===== config.mk =====
export PLATFORM = sky130hd
export DESIGN_NAME = reg_pipeline
export DESIGN_NICKNAME = d
export VERILOG_FILES = /design/src/rtl/reg_pipeline_pkg.sv /design/src/rtl/reg_pipeline_pipe_stage.sv /design/src/rtl/reg_pipeline.sv
export SDC_FILE = /design/constraint.sdc
export NUM_CORES = 1
export LEC_CHECK = 0
export CAP_MARGIN = 15
export CELL_PAD_IN_SITES_DETAIL_PLACEMENT = 0
export CELL_PAD_IN_SITES_GLOBAL_PLACEMENT = 2
export CORE_UTILIZATION = 30
export DETAILED_ROUTE_END_ITERATION = 8
export PLACE_DENSITY_LB_ADDON = 0.1
export SYNTH_ARGS = -nofsm -noshare
export SYNTH_HDL_FRONTEND = slang
export SYNTH_SLANG_ARGS = --single-unit

===== constraint.sdc =====
create_clock -name clk -period 2.5 [get_ports clk]
set_clock_uncertainty 0.05 [all_clocks]
set_input_delay 0.5 -clock clk [delete_from_list [all_inputs] [get_ports clk]]
set_output_delay 0.5 -clock clk [all_outputs]
set_load 0.02 [all_outputs]

===== src/rtl/reg_pipeline_pkg.sv =====
// rtl/reg_pipeline_pkg.sv - shared constants and helpers for the elastic register pipeline
package reg_pipeline_pkg;

    localparam int unsigned DEFAULT_RESET_VAL = 0;

    // Width of an occupancy counter able to hold 0..depth inclusive.
    function automatic int count_width(input int depth);
        return $clog2(depth + 1);
    endfunction

endpackage


===== src/rtl/reg_pipeline_pipe_stage.sv =====
// rtl/reg_pipeline_pipe_stage.sv - one valid+data register slot of the elastic pipeline
module pipe_stage
    import reg_pipeline_pkg::*;
#(
    parameter int              WIDTH     = 8,
    parameter logic [WIDTH-1:0] RESET_VAL = WIDTH'(DEFAULT_RESET_VAL)
) (
    input  logic             clk,
    input  logic             rst,
    input  logic             flush,
    input  logic             load,
    input  logic             up_valid,
    input  logic [WIDTH-1:0] up_data,
    output logic             valid,
    output logic [WIDTH-1:0] data,
    output logic             valid_next
);

    always_comb begin
        valid_next = valid;
        if (flush) begin
            valid_next = 1'b0;
        end else if (load) begin
            valid_next = up_valid;
        end
    end

    // Data only moves with a valid upstream entry, so a bubble never overwrites it.
    always_ff @(posedge clk) begin
        if (rst) begin
            valid <= 1'b0;
            data  <= RESET_VAL;
        end else begin
            valid <= valid_next;
            if (!flush && load && up_valid) begin
                data <= up_data;
            end
        end
    end

endmodule


===== src/rtl/reg_pipeline.sv =====
// rtl/reg_pipeline.sv - WIDTH x DEPTH elastic register pipeline with bubble collapse and flush
module reg_pipeline
    import reg_pipeline_pkg::*;
#(
    parameter int               WIDTH     = 8,
    parameter int               DEPTH     = 4,
    parameter logic [WIDTH-1:0] RESET_VAL = WIDTH'(DEFAULT_RESET_VAL)
) (
    input  logic                           clk,
    input  logic                           rst,
    input  logic                           in_valid,
    input  logic [WIDTH-1:0]               in_data,
    output logic                           in_ready,
    output logic                           out_valid,
    output logic [WIDTH-1:0]               out_data,
    input  logic                           out_ready,
    input  logic                           flush,
    output logic [count_width(DEPTH)-1:0]  count
);

    localparam int CW = count_width(DEPTH);

    logic [DEPTH:0]   rdy;
    logic [DEPTH-1:0] v;
    logic [DEPTH-1:0] v_next;
    logic [DEPTH-1:0] up_v;
    logic [WIDTH-1:0] d    [DEPTH];
    logic [WIDTH-1:0] up_d [DEPTH];
    logic [CW-1:0]    cnt_next;

    assign rdy[DEPTH] = out_ready;

    // A stage is ready when empty or when everything downstream can move.
    for (genvar i = 0; i < DEPTH; i++) begin : g_stage
        assign rdy[i] = !v[i] | rdy[i+1];

        if (i == 0) begin : g_head
            assign up_v[i] = in_valid;
            assign up_d[i] = in_data;
        end else begin : g_body
            assign up_v[i] = v[i-1];
            assign up_d[i] = d[i-1];
        end

        pipe_stage #(
            .WIDTH     (WIDTH),
            .RESET_VAL (RESET_VAL)
        ) u_stage (
            .clk        (clk),
            .rst        (rst),
            .flush      (flush),
            .load       (rdy[i]),
            .up_valid   (up_v[i]),
            .up_data    (up_d[i]),
            .valid      (v[i]),
            .data       (d[i]),
            .valid_next (v_next[i])
        );
    end

    assign in_ready  = rdy[0];
    assign out_valid = v[DEPTH-1];
    assign out_data  = d[DEPTH-1];

    always_comb begin
        cnt_next = '0;
        for (int i = 0; i < DEPTH; i++) begin
            cnt_next = cnt_next + CW'(v_next[i]);
        end
    end

    always_ff @(posedge clk) begin
        if (rst) begin
            count <= '0;
        end else begin
            count <= cnt_next;
        end
    end

endmodule

# Word level (Yosys, flattened, before mapping)
# Cells that the tools add are included.
# word_totals
regBits	39
output_inout_bits	13
wordCells	37
# op_classes
add_sub_neg	3
n_mux	8
bitwise_logic	4
reduce_logical	13
# op_table
cell	n
$logic_and 1x1->1	8
$mux 1	8
$logic_not 1->1	5
$or 1x1->1	4
$add 2x1->3	1
$add 3x1->3	1
$add 1x1->2	1

# Longest topological paths before layout
# logic_depth
word_depth	10
ltp_mapped	10

# By module
# A second synthesis with hierarchy kept.
# unflattened
hier_cells	175
hier_area_um2	1786.7
# modules_own_cells
mod	instances	cells_per_inst	area_each_um2
pipe_stage	4	39	402.9
reg_pipeline	1	19	175.2

# Worst setup path after synthesis
# OpenSTA, ideal clock, no wires.
# synth_path
path_type	input-to-reg
from	input port out_ready
to	register count[1]
setup_time_ps	116
arrival_time_ps	2365
required_ps	2334
slack_ps	-31
path_stages	9
n_path_buf	1
cell_sequence	and4b_4 > buf_12 > a21oi_1 > or2_1 > fa_1 > inv_1 > ha_1 > ha_1 > nor2b_1
# synth_via
elab_chain_len	9
elab_cells_between_ends	15
# synth_rtl
element	line_no	text
from (decl)	reg_pipeline.sv:16	input logic out_ready,
$or 1x1->1 *	reg_pipeline.sv:35	assign rdy[i] = !v[i] | rdy[i+1];
$or 1x1->1 (3 in series)	reg_pipeline.sv:35	
$mux 1	reg_pipeline_pipe_stage.sv:23	end else if (load) begin
$mux 1	reg_pipeline_pipe_stage.sv:21	if (flush) begin
$add 1x1->2	reg_pipeline.sv:68	cnt_next = cnt_next + CW'(v_next[i]);
$add 2x1->3	reg_pipeline.sv:68	
$add 3x1->3 *	reg_pipeline.sv:68	
via cnt_next[1]	reg_pipeline.sv:29	logic [CW-1:0] cnt_next;
to (signal assigned)	reg_pipeline.sv:76	count <= cnt_next;
to (decl)	reg_pipeline.sv:18	output logic [count_width(DEPTH)-1:0] count
# The timed path passes the listed nets; every way through them passes the cells marked *.
# A chain may end at the register's enable or synchronous reset.

# Final worst setup path
# Same ends and word-level chain as after synthesis.

==> flow_metrics.tcl <==
set metrics [dict create \
    status "finished clean" \
    gp_congestion 0.689 \
    grt_pass1_wl_um 6810 \
    post-place-ws_ns -0.387 \
    worst_pin_slew_ns 0.519 \
    grt_util_all_layers 0.137 \
    hold_path_startpoint "g_stage[2].u_stage.data[2]" \
    period_needed_ns 2.36 \
    worst-path-max-fanout 3 \
    maxSlewViolCount 0 \
    synth_cells 208 \
    wl_met2_um 1870 \
    crit_slowest_cell "fa_1" \
    slew_headroom 0.645 \
    cp_slowest_stage_delay_ns 0.54 \
    wl_um 3960 \
    die_w_um 81.7 \
    ys_warn_count 0 \
    die_y_um 81.7 \
    vias_per_cell 4.83 \
    drtIter0Drc 52 \
    portBuffers 25 \
    r2r_end "count[1]" \
    insertion_delay_ns 0.30 \
    pwr-share-clk 0.432 \
    topRoutingLayerUsed "met4" \
    critical_path_buf_inv_count 2 \
    grt_max_degree 56 \
    grt_pass1_vias 1473 \
    diodes 0 \
    row_count 28 \
    p_leak_nw 0.909 \
    comb_power_share 0.075 \
    numCtsBuffers 5 \
    peakVddDrop_mv 0.210 \
    ys_seq_area_frac 0.409 \
    wl_met3_um 154 \
    yosys.cell_types.count 31 \
    htree_num_levels 2 \
    setup_viol 0 \
    critPathKind "in2reg" \
    cts.sinks 39 \
    cts.clk_slew.worst_paths_ns 0.09 \
    wl_per_cell_um 13.1 \
    hold_path.class "reg2reg" \
    arrival_ns 2.50 \
    rsz0062_at_grt "no" \
    syn-cell-area_um2 1910 \
    crit_path_cell_trace "dlygate4sd2_1 -> and4b_4 -> nor2_2 -> or2_1 -> fa_1 -> inv_1 -> ha_2 -> ha_1 -> nor2b_1" \
    grt_overflow 0 \
    hold_violations 0 \
    cts_setup_buffers 0 \
    fmax_mhz 425 \
    drc_errors 0 \
    via_count 1462 \
    layout-drive-gt1-share 0.145 \
    syn_avg_cell_area_um2 9.17 \
    p_per_area_nw_per_um2 557 \
    holdPathStages 2 \
    io_pins 26 \
    syn-num-nets 224 \
    cts_max_path_buffers 2 \
    r2r_setup_slack_ns 0.23 \
    antenna_found_initial 0 \
    drt_first_pass_iters 4 \
    cp_top_family "adder cells" \
    endpoint_kind "register" \
    fin_crit_sh 0.942 \
    power_w 0.00129 \
    p_sw_frac 0.237 \
    min_to "g_stage[3].u_stage.data[2]" \
    met1Wirelength_um 1870 \
    core_area_um2 6030 \
    antenna_left 0 \
    synth-seq-cells 39 \
    cap_violations 0 \
    switchingPower_w 0.000304 \
    dieArea_um2 6680 \
    reg2reg_from "g_stage[3].u_stage.valid" \
    cts_tree "built" \
    seqPwrFrac 0.493 \
    crit_required_ns 2.64 \
    fin_ws_ns 0.144 \
    start_kind "primary input" \
    r2r_cells 8 \
    start_util 0.316 \
    dpl.hpwl_um 2830 \
    cts-root-buf "clkbuf_8" \
    area_growth_pct 21.3 \
    intPower_w 0.000983 \
    layout.nets 243 \
]
## flip-flops by register name, summed over array words and instances (netlist names)
name	flops
count	3
g_stage.u_stage.data	32
g_stage.u_stage.valid	4
## worst register-to-register path, delay by kind of cell, from the launching register on
family / cells / cell delay (ns)
AND/OR/NAND/NOR: 4 / 0.68
flip-flops: 1 / 0.43
buffers and inverters: 1 / 0.04
adder cells (fa/ha/maj): 3 / 0.96
## placed cells by master, fill, tap and decap left out, drive strengths merged
| master | instances |
|---|---|
| nor3b | 1 |
| a2111oi | 8 |
| clkbuf | 5 |
| fa | 1 |
| nand2 | 9 |
| and4b | 1 |
| nor3 | 11 |
| a21oi | 10 |
| clkdlybuf4s50 | 23 |
| nand2b | 27 |
| mux2i | 16 |
| nor2 | 11 |
| clkinv | 1 |
| nand4b | 1 |
| ha | 2 |
| or2 | 2 |
| bufinv | 1 |
| a211oi | 1 |
| o21ai | 8 |
| or3 | 8 |
| inv | 12 |
| nand3b | 1 |
| nor2b | 6 |
| dfxtp | 39 |
| a211o | 1 |
| nand3 | 8 |
| dlygate4sd2 | 2 |
| buf | 11 |
| o21bai | 1 |
## worst max-delay path by stage
stage	startpoint	to	slack (ns)	cells after the start
2_1_floorplan	out_ready	count[1]	0.0004	9
3_3_place_gp	out_ready	count[1]	-0.33	9
3_5_place_dp	out_ready	count[1]	-0.39	9
4_1_cts	out_ready	count[1]	0.15	9
5_1_grt	out_ready	count[1]	0.09	9
6_report	out_ready	count[1]	0.14	9
## through the flow
stage               instance area, µm²  hold slack (ns)  cells  setup TNS, ns   util
floorplan                         1920            0.394    208              0      -
detailed placement                2200            0.419    295          -1.05  0.365
global placement                  2200            0.414    295         -0.866  0.365
finish                            2310            0.418    303              0  0.384
global route                      2310            0.437    303              0  0.384
CTS                               2310            0.429    303              0  0.384
## cells in the mapped netlist (all sizes together)
cell | n | area (µm²)
nor2b | 6 | 37.5
nor3 | 11 | 55.1
nand3 | 8 | 40.0
and4b | 1 | 13.8
nand2b | 27 | 171
fa | 1 | 20.0
buf | 21 | 145
nand4b | 1 | 15.0
inv | 11 | 41.3
nand3b | 1 | 7.51
nand2 | 9 | 33.8
clkbuf | 3 | 11.3
o21ai | 8 | 40.0
o21bai | 1 | 7.51
nor3b | 1 | 18.8
a2111oi | 8 | 108
or2 | 2 | 12.5
a211oi | 1 | 12.5
mux2i | 16 | 160
or3 | 8 | 50.1
nor2 | 11 | 41.3
dfxtp | 39 | 781
a21oi | 10 | 50.1
ha | 2 | 25.0
a211o | 1 | 8.76
## kinds of logic (layout without fill, tap and decap cells)
group | count (synthesis) | count (layout) | share of synthesized area
AND/OR/NAND/NOR | 86 | 86 | 0.261
flip-flops | 39 | 39 | 0.409
buffers and inverters | 35 | 55 | 0.104
AO/OA/AOI/OAI | 29 | 29 | 0.119
multiplexers | 16 | 16 | 0.0840
adder cells (fa/ha/maj) | 3 | 3 | 0.0236
## routing by layer
layer | GRT usage | up-vias
met4 | 0.0632 | 0
met5 | 0 | -
li1 | - | 739
met3 | 0.0411 | 7
met1 | 0.166 | 689
met2 | 0.221 | 27
## area by class of cell
class                      count  area (µm²)
clock buffer                   5        68.8
clock inverter                 3        47.5
fill                         605        3710
inverter                      11        41.3
multi-input combinational    134         937
sequential                    39         781
tap                           75        93.8
timing repair buffer          36         343
## power groups by stage
| stage | clock (W) | combinational [W] | sequential, W |
|---|---|---|---|
| floorplan | 0 | 0.0000562 | 0.000649 |
| CTS | 0.000570 | 0.0000980 | 0.000635 |
| detailed placement | 0 | 0.0000986 | 0.000649 |
| finish | 0.000556 | 0.0000966 | 0.000635 |
| global placement | 0 | 0.0000966 | 0.000649 |
| global route | 0.000596 | 0.000106 | 0.000636 |
## what timing repair did
item                                   in CTS  in global routing
setup endpoints to repair                   2                  0
endpoints found under the hold margin       0                  0
hold buffers                                0                  0
resized for setup                           2                  0
Note: power is estimated with default switching activity, not from simulation.
